[src/rtl/ram_arb_pkg.sv]
// Shared defaults, port indices and the response tag for the two-port RAM arbiter.
package ram_arb_pkg;

    localparam int AW_DEFAULT    = 13;
    localparam int DEPTH_DEFAULT = 6144;
    localparam int WW_DEFAULT    = 4;

    localparam logic P_CPU = 1'b0;
    localparam logic P_DMA = 1'b1;

    // One in-flight response: which port it belongs to and whether the address was out of range.
    typedef struct packed {
        logic valid;
        logic port;
        logic err;
    } resp_tag_t;

endpackage

[src/rtl/ram_arbiter_2p_rr.sv]
// Two-way round-robin arbiter: combinational grant, pointer flop moves to the other port after each grant.
module rr_arbiter2
    import ram_arb_pkg::*;
(
    input  logic       clk,
    input  logic       rst_n,
    input  logic [1:0] req,
    output logic [1:0] gnt
);

    logic       ptr;
    logic [1:0] req_live;

    // Requests are ignored while reset is asserted so no grant can leak out of reset.
    assign req_live = req & {2{rst_n}};

    always_comb begin
        gnt = req_live;
        if (req_live == 2'b11) begin
            gnt = (ptr == P_DMA) ? 2'b10 : 2'b01;
        end
    end

    always_ff @(posedge clk or negedge rst_n) begin
        if (!rst_n) begin
            ptr <= P_CPU;
        end else if (gnt[0]) begin
            ptr <= P_DMA;
        end else if (gnt[1]) begin
            ptr <= P_CPU;
        end
    end

endmodule

[src/rtl/ram_arbiter_2p.sv]
// Two-port (CPU/DMA) front end for a single-port synchronous RAM: arbitration, range check,
// RAM signal muxing and a one-deep response pipeline.
module ram_arbiter_2p
    import ram_arb_pkg::*;
#(
    parameter int AW    = AW_DEFAULT,
    parameter int DEPTH = DEPTH_DEFAULT,
    parameter int WW    = WW_DEFAULT
) (
    input  logic          CLK,
    input  logic          RESETn,

    input  logic          p0_req,
    input  logic [WW-1:0] p0_we,
    input  logic [AW-1:0] p0_a,
    input  logic [31:0]   p0_di,
    output logic          p0_gnt,
    output logic          p0_rvalid,
    output logic [31:0]   p0_do,
    output logic          p0_err,

    input  logic          p1_req,
    input  logic [WW-1:0] p1_we,
    input  logic [AW-1:0] p1_a,
    input  logic [31:0]   p1_di,
    output logic          p1_gnt,
    output logic          p1_rvalid,
    output logic [31:0]   p1_do,
    output logic          p1_err,

    output logic          ram_EN,
    output logic [WW-1:0] ram_WE,
    output logic [AW-1:0] ram_A,
    output logic [31:0]   ram_Di,
    input  logic [31:0]   ram_Do
);

    localparam logic [AW:0] DEPTH_LIM = (AW+1)'(DEPTH);

    logic [1:0]    gnt;
    logic          any_gnt;
    logic          sel;
    logic [WW-1:0] sel_we;
    logic [AW-1:0] sel_a;
    logic [31:0]   sel_di;
    logic          in_range;
    logic [AW-1:0] hold_a;
    logic [31:0]   hold_di;
    resp_tag_t     tag;
    logic          resp_rd;
    logic          rv0;
    logic          rv1;

    rr_arbiter2 u_arb (
        .clk   (CLK),
        .rst_n (RESETn),
        .req   ({p1_req, p0_req}),
        .gnt   (gnt)
    );

    assign p0_gnt  = gnt[0];
    assign p1_gnt  = gnt[1];
    assign any_gnt = |gnt;
    assign sel     = gnt[1];

    assign sel_we = (sel == P_DMA) ? p1_we : p0_we;
    assign sel_a  = (sel == P_DMA) ? p1_a  : p0_a;
    assign sel_di = (sel == P_DMA) ? p1_di : p0_di;

    assign in_range = ({1'b0, sel_a} < DEPTH_LIM);

    // Out-of-range grants never touch the RAM; address and data lines park on the last grant when idle.
    assign ram_EN = any_gnt & in_range;
    assign ram_WE = ram_EN ? sel_we : '0;
    assign ram_A  = any_gnt ? sel_a  : hold_a;
    assign ram_Di = any_gnt ? sel_di : hold_di;

    always_ff @(posedge CLK or negedge RESETn) begin
        if (!RESETn) begin
            hold_a  <= '0;
            hold_di <= '0;
            tag     <= '0;
            resp_rd <= 1'b0;
        end else begin
            tag.valid <= any_gnt;
            tag.port  <= sel;
            tag.err   <= any_gnt & ~in_range;
            resp_rd   <= ram_EN & (sel_we == '0);
            if (any_gnt) begin
                hold_a  <= sel_a;
                hold_di <= sel_di;
            end
        end
    end

    // ram_Do is only meaningful for an in-range read; writes and errors return zero data.
    assign rv0 = tag.valid & (tag.port == P_CPU);
    assign rv1 = tag.valid & (tag.port == P_DMA);

    assign p0_rvalid = rv0;
    assign p1_rvalid = rv1;
    assign p0_err    = rv0 & tag.err;
    assign p1_err    = rv1 & tag.err;
    assign p0_do     = (rv0 & resp_rd) ? ram_Do : '0;
    assign p1_do     = (rv1 & resp_rd) ? ram_Do : '0;

endmodule

[config.mk]
export PLATFORM = sky130hd
export DESIGN_NAME = ram_arbiter_2p
export DESIGN_NICKNAME = d
export VERILOG_FILES = /design/src/rtl/ram_arb_pkg.sv /design/src/rtl/ram_arbiter_2p_rr.sv /design/src/rtl/ram_arbiter_2p.sv
export SDC_FILE = /design/constraint.sdc
export NUM_CORES = 1
export LEC_CHECK = 0
export ABC_CLOCK_PERIOD_IN_PS = 1500
export BUFFER_PORTS_ARGS = -buffer_cell sky130_fd_sc_hd__buf_2
export CORE_AREA = 2 2 98 100
export CTS_CLUSTER_DIAMETER = 40
export DETAILED_ROUTE_END_ITERATION = 10
export DIE_AREA = 0 0 100 102
export PLACE_DENSITY = 0.71
export SLEW_MARGIN = 20
export SYNTH_ARGS = -nofsm -noshare
export SYNTH_HDL_FRONTEND = slang
export SYNTH_HIERARCHICAL = 1
export SYNTH_SLANG_ARGS = --single-unit
[constraint.sdc]
create_clock -name CLK -period 1.5 [get_ports CLK]
set_clock_uncertainty 0.2 [all_clocks]
set_input_delay 0.3 -clock CLK [delete_from_list [all_inputs] [get_ports CLK]]
set_output_delay 0.3 -clock CLK [all_outputs]
set_load 0.05 [all_outputs]
# == Word-level counts from Yosys, hierarchy flattened ==
# Cells that the tools add are included.
# totals
ff_bits,50
latchBits,0
ramBits,0
romBits,0
input_bits,134
out_inout_bits,120
wordCells,36
mem_count,0
# classes
n_addsub,0
multipliers,0
div_mod_pow,0
magnitude_cmp,1
eq_ne,1
shift,0
mux,12
n_bitwise,12
reduce_logical,3
# ops
cell,count
two-way mux 32 bit,4
two-way mux 13 bit,2
< comparator 13 bit (second input constant),1
bitwise AND 1 bit,9
two-way mux 4 bit,2
zero test 4 bit,1
two-way mux 2 bit,2
bitwise AND 2 bit,1
== test 2 bit (second input constant),1
two-way mux 1 bit,2
NOT 1 bit,2
nonzero test 2 bit,1
OR reduction 2 bit,1

# == Longest topological paths before layout ==
# Gate-level depths: netlist (run 1).
# logic_depth
ltp_word,7
ltp_mapped,7
ltp_nobuf,5

# == Hierarchy ==
# Netlist (run 1), hierarchy kept.
# by_module_without_submodules
mod,instances,cells_per_inst,area_per_inst_um2,seq_area_each_um2
ram_arbiter_2p,1,300,2785.2,1226.2
rr_arbiter2,1,8,61.3,25.0

# == Worst setup path after synthesis (run 1) ==
# Ideal clock, no wire load.
# synth_path
path_type,register to output
from,register u_arb.ptr
to,output ram_Di[23]
arrival_ns,2.517
required_time_ns,1.000
slack_ns,-1.517
path_stages_with_launch,6
path_buffers,2
path_cell_list,dfrtp_1 > a21oi_1 > buf_6 > buf_6 > mux2i_1 > o21ai_1
# synth_between
elab_chain_cells,4
elab_cells_between_ends,5
classes_between,mux (4); reduce/logical (1)
# synth_lines
element,line_no,rtl
start: declaration,ram_arbiter_2p_rr.sv:11,logic ptr;
start signal: assignment,ram_arbiter_2p_rr.sv:26,ptr <= P_CPU;
start signal: assignment,ram_arbiter_2p_rr.sv:28,ptr <= P_DMA;
start signal: assignment,ram_arbiter_2p_rr.sv:30,ptr <= P_CPU;
two-way mux 2 bit,ram_arbiter_2p_rr.sv:20,gnt = (ptr == P_DMA) ? 2'b10 : 2'b01;
two-way mux 2 bit,ram_arbiter_2p_rr.sv:19,if (req_live == 2'b11) begin
via p0_gnt,ram_arbiter_2p.sv:17,"output logic p0_gnt,"
OR reduction 2 bit,ram_arbiter_2p.sv:63,assign any_gnt = |gnt;
two-way mux 32 bit,ram_arbiter_2p.sv:76,assign ram_Di = any_gnt ? sel_di : hold_di;
end: declaration,ram_arbiter_2p.sv:34,"output logic [31:0] ram_Di,"
# The timed path passes the listed nets, and every way through them passes these cells.

# == Worst setup path after layout (run 1) ==
# layout_path
from,register u_arb.ptr
to,output ram_Di[1]
# layout_between
elab_chain_cells,4
elab_cells_between_ends,5
classes_between,mux (4); reduce/logical (1)
# layout_lines
element,line_no
two-way mux 2 bit *,ram_arbiter_2p_rr.sv:20
two-way mux 2 bit *,ram_arbiter_2p_rr.sv:19
two-way mux 32 bit / OR reduction 2 bit (equally long branches),"ram_arbiter_2p.sv:68, ram_arbiter_2p.sv:63"
two-way mux 32 bit *,ram_arbiter_2p.sv:76
# Every way passes the cells marked *; elsewhere a longest branch is shown, timed or not.

==> flow_summary.ini, run 1 <==
[global_route]
grtUsageMet2_pct = 54.3
overflow = 0
use_met1_pct = 30.8
top_usage_layer = met2
grt_pass1_vias = 4053
grt_pass1_wl_mm = 21.9
antenna_found_initial = 4
grt_usage_pct = 28.0
grt_max_degree = 46
met3_usage_pct = 6.02

[placed_design]
dpl_cell_area_um2 = 5480
place_congestion = 0.810
post-place-ws_ps = -709
hpwl_mm = 9.06
dp.cells = 698
port-buffer-count = 253

[sta]
period_minus_slack_ps = 2380
final_max_slew_viol_count = 0
holdWs_ps = 36.8
setup_ws_ps = -884
max_slew_margin_pct = 60.3
fmax_ghz = 0.419
fin_crit_sh_pct = 159
rsz0062_at_grt = true
setup_viol = 166
hold_viol_final = 0
worst_slew_pin_slew_ps = 596
setup_tns_ps = -89380

[worst_setup_path]
cp_slowest_cell = dfrtp_1
critPathLaunchType = register
path_buf_inv = 3
crit_type = reg2out
required_ps = 1000
crit_family = buffers and inverters
worstPathCellList = a21oi_4 > buf_8 > buf_16 > mux2i_4 > o21ai_4 > buf_6
arrival_ps = 1880
critical-path-max-stage-delay_ps = 450
end_kind = output port
path_max_fanout = 5

[pwr]
vdd_drop_max_v = 0.000811
leakage_nw = 3.41
pwr_density_cell_nw_per_um2 = 853

[drt]
drtIter0Drc = 106
routed_wl_mm = 16.0
dr.pass1.iters = 4
wl_per_cell_um = 21.3
avgViaCountPerCell = 5.13
vias = 3846
drtAntennaViolNets = 0
post-route-drc-count = 0

[layout]
nets = 765
post_route_cells_drive_above_1_share_pct = 83.1
seqCellArea_um2 = 1250
multi_input_area_um2 = 2800
fillCellCount = 443
final_area_um2 = 7760
stdcell_count = 749
area_growth_pct = 173

[hold_path]
holdCritPathClass = in2reg

[clocking]
clockBufferDepth = 2
htreeDepth = 2
cts_inserted_buffers = 5
clk_pin_slew_ps = 110
clk_latency_ps = 310
ctsRootBufferMaster = clkbuf_8
cts_tree = done
clock_sinks = 50

[outcome]
violations = negative setup slack
status = finished with violations

[floorplanning]
start_util_pct = 31.3
fp.dieW_um = 100
ios = 254
die_area_um2 = 10200
num_rows = 35
core_um2 = 9110
die_y_um = 102

[yosys]
ys_seq_elements = 50
seq_area_frac_synth_pct = 44.0
syn-num-nets = 442
synth_area_per_cell_um2 = 9.24
synth_top_area_share_pct = 44.0
syn_area_um2 = 2850
ys_types = 21
synthesis.instances = 308
synthFlopType = dfrtp_1
synthTopCellsByArea = dfrtp_1, mux2i_1, o21ai_1, and3_1, and2_1
async_reset_ff_share_pct = 100
synth_commonest_cells = dfrtp_1, nand2_1, mux2i_1, o21ai_1, and3_1
synth_edf_count = 0
yosys_warnings = 6
yosysTopAreaCell = dfrtp_1

[flow_run]
drv_cap = 0
[per-layer routing]
layer	up-vias	routed length, µm
li1	1718	-
met1	1886	5400
met2	207	8960
met3	35	1130
met4	0	493
met5	-	0
[layout make-up]
type | instances | share of cell area [%]
multi-input combinational | 231 | 36.1
sequential | 50 | 16.1
tap | 111 | 1.79
clock inverter | 3 | 0.371
inverter | 2 | 0.129
antenna | 6 | 0.193
clock buffer | 5 | 0.887
timing repair buffer | 341 | 44.4
[cell usage in the layout (no fill, tap or decap)]
cell type	n
a21oi_2	1
a21oi_4	2
a22oi_2	1
and2_4	34
and3_1	1
and3_4	34
buf_12	15
buf_16	7
buf_2	133
buf_4	41
buf_6	64
buf_8	75
clkbuf_16	5
clkbuf_8	5
clkinv_4	2
dfrtp_1	50
diode_2	6
dlygate4sd3_1	1
inv_2	1
inv_4	1
inv_8	1
mux2i_1	2
mux2i_2	9
mux2i_4	38
nand2_1	48
nand2_2	1
nand2_4	1
nand3_1	2
nand3_2	2
nor2_4	4
nor2b_4	2
nor4_1	2
o21ai_2	1
o21ai_4	45
or2_1	1
[worst paths after layout]
path,from,end,slack [ps],cells after the start
setup / recovery,u_arb/ptr,ram_Di[1],-880,6
max in group asynchronous,RESETn,hold_di[24],210,3
hold / removal,p1_di[3],hold_di[3],40,3
setup reg to reg,u_arb/ptr,hold_di[29],-450,7
min in group asynchronous,RESETn,u_arb/ptr,280,3
hold reg to reg,hold_a[3],hold_a[3],390,2
[report_power, final]
part	switching [mW]	total (mW)	internal, mW
Clock	0.527	0.875	0.347
Combinational	2.17	3.93	1.77
Sequential	0.204	1.81	1.61
[metrics by stage]
stage / util (%) / power, mW
after floorplan: - / 3.76
after global placement: 60.2 / 4.48
after detailed placement: 60.2 / 4.53
after CTS: 79.6 / 6.16
after global routing: 85.2 / 6.88
final: 85.2 / 6.62
[registers in the layout, indices dropped and copies added, names as in the netlist]
| signal | flops |
|---|---|
| hold_a | 13 |
| resp_rd | 1 |
| hold_di | 32 |
| tag | 3 |
| u_arb/ptr | 1 |
[cell families (layout without fill, tap and decap cells)]
group / Yosys count / count (layout) / synth area share [%]
AND/OR/NAND/NOR: 132 / 132 / 24.2
AO/OA/AOI/OAI: 50 / 50 / 9.01
flip-flops: 50 / 50 / 44.0
multiplexers: 49 / 49 / 17.2
buffers and inverters: 27 / 351 / 5.63
other: 0 / 6 / 0
[tightest hold or removal path, delay by kind of cell]
family | cells | cell delay, ps
buffers and inverters | 1 | 70
AND/OR/NAND/NOR | 1 | 80
AO/OA/AOI/OAI | 1 | 70
[repair_timing]
item	CTS	global route
hold buffers	1	0
hold endpoints to repair	50	0
pin swaps	31	16
gates cloned	11	5
buffers inserted	23	12
resized for setup	318	145
endpoints found under the setup margin	165	167
Power figures use the tool's default switching activity.
==> run 2, diff against run 1 <==
--- a/config.mk
+++ b/config.mk
@@ -8,9 +8,11 @@
 export ABC_CLOCK_PERIOD_IN_PS = 1500
 export BUFFER_PORTS_ARGS = -buffer_cell sky130_fd_sc_hd__buf_2
 export CORE_AREA = 2 2 98 100
+export CTS_BUF_LIST = sky130_fd_sc_hd__clkbuf_16
 export CTS_CLUSTER_DIAMETER = 40
 export DETAILED_ROUTE_END_ITERATION = 10
 export DIE_AREA = 0 0 100 102
+export GPL_ROUTABILITY_DRIVEN = 0
 export PLACE_DENSITY = 0.71
 export SLEW_MARGIN = 20
 export SYNTH_ARGS = -nofsm -noshare
==> run 2 against run 1 <==
- the run still ends with negative setup slack left
- sequential cell count unchanged
- non-clock buffer count increased by 1
- via count decreased by 1.4%
- hold slack improved by 21 ps
- clock-buffer cell count unchanged
- sequential power about the same
- clock power increased by 37%
- sequential share of layout area decreased by 0.082 points
- total power increased by 5.1%
- setup slack improved by 58 ps
- critical endpoint is now ram_Di[30]
- largest power group unchanged
==> flow_summary.ini, run 2 (synthesis results as in run 1) <==
[placed_design]
port-buffer-count = 253
post-place-ws_ps = -709
dpl_cell_area_um2 = 5480
hpwl_mm = 9.06

[outcome]
violations = negative setup slack
status = finished with violations

[worst_setup_path]
crit_start = u_arb/ptr
r2r-start = u_arb/ptr
end_kind = output port
required_ps = 1000
critical-path-max-stage-delay_ps = 440
cp_slowest_cell = dfrtp_2
arrival_ps = 1830
critPathLaunchType = register
crit_type = reg2out
r2r_setup_slack_ps = -430
worstPathCellList = a21oi_4 > buf_8 > buf_16 > mux2i_4 > o21ai_4 > buf_6
path_max_fanout = 5
crit_path_end = ram_Di[30]
reg2regPathDepth = 7
rr_endpoint = hold_di[29]

[global_route]
overflow = 0
grt_max_degree = 46
grt_usage_pct = 28.4
antenna_found_initial = 3
grt_pass1_wl_mm = 22.0
grt_pass1_vias = 4087

[drt]
drtAntennaViolNets = 0
routed_wl_mm = 16.6
wl_per_cell_um = 22.2
dr.pass1.iters = 4
vias = 3791
avgViaCountPerCell = 5.07
drtIter0Drc = 95
post-route-drc-count = 0

[sta]
worst_slew_pin_slew_ps = 620
hold_viol_final = 0
fmax_ghz = 0.430
setup_ws_ps = -826
final_max_slew_viol_count = 0
period_minus_slack_ps = 2330
setup_viol = 167
max_slew_margin_pct = 58.6
fin_crit_sh_pct = 155
rsz0062_at_grt = true

[floorplanning]
die_y_um = 102
fp.dieW_um = 100
die_area_um2 = 10200
start_util_pct = 31.3
num_rows = 35
ios = 254
core_um2 = 9110

[pwr]
leakage_nw = 3.43
pwr_density_cell_nw_per_um2 = 891
vdd_drop_max_v = 0.000942

[layout]
largest_reg_flops = 32
mostFrequentLayoutCell = buf_2
post_route_cells_drive_above_1_share_pct = 82.5
fillCellCount = 438
final_core_util_pct = 85.7
area_growth_pct = 174
regMostFlops = hold_di
nets = 766
biggestRegsByFlops = hold_di (32), hold_a (13), tag (3)
mostFrequentLayoutCells = buf_2, buf_8, buf_6, nand2_1, dfrtp_1
final_area_um2 = 7810

[flow_run]
drv_cap = 0

[hold_path]
holdCritPathClass = in2reg

[clocking]
clockBufferDepth = 2
htreeDepth = 2
cts_inserted_buffers = 5
clock_sinks = 50
clk_latency_ps = 290
cts_tree = done
clk_pin_slew_ps = 70
ctsRootBufferMaster = clkbuf_16
run 2: critical path, delay by kind of cell (launching register included):
kind	cells	cell delay, ps
buffers and inverters	3	490
DFF	1	440
muxes	1	300
AOI/OAI and AO/OA	2	290
run 2: metrics by stage:
step           hold WS, ps  cells  TNS (ps)  power, mW
2_1_floorplan         -196    308    -53570       3.76
3_3_place_gp          55.0    698    -50890       4.48
3_5_place_dp          52.7    698    -55340       4.53
4_1_cts               50.5    739    -90190       6.50
5_1_grt               70.7    747    -91400       7.20
6_report              57.6    748    -83600       6.96
run 2: where the power goes:
part	total (mW)	internal [mW]	leakage (nW)	switching (mW)
logic	3.94	1.77	2.74	2.16
registers	1.82	1.61	0.611	0.207
clock network	1.20	0.638	0.0759	0.566
run 2: timing repair:
action / in CTS / in global routing
resized for setup: 315 / 145
hold buffers: 1 / 0
hold endpoints to repair: 50 / 0
pin swaps: 32 / 12
buffers inserted: 24 / 10
cloned: 11 / 5
endpoints found under the setup margin: 165 / 167
run 2: area by class of cell:
type | instances | area, µm² | share of cell area (%)
clock inverter | 3 | 28.8 | 0.369
tap | 111 | 139 | 1.78
multi-input combinational | 231 | 2780 | 35.7
sequential | 50 | 1250 | 16.0
antenna | 4 | 10.0 | 0.128
clock buffer | 5 | 125 | 1.60
timing repair buffer | 342 | 3460 | 44.3
inverter | 2 | 10.0 | 0.128
run 2: per-layer routing:
metal | part of all wire, % | global-route usage [%]
met4 | 2.7 | 8.01
met5 | 0 | 0
met2 | 56 | 55.4
met1 | 35 | 30.9
met3 | 6.5 | 6.02
run 2: worst min-delay path by stage:
stage	start	depth (start not counted)	endpoint	slack, ps
after floorplan	RESETn	0	hold_a[0]	-200
after global placement	RESETn	2	u_arb/ptr	60
after detailed placement	RESETn	2	u_arb/ptr	50
after CTS	p1_a[0]	3	hold_a[0]	50
after global routing	p1_di[8]	3	hold_di[8]	70
final	p1_a[6]	3	hold_a[6]	60
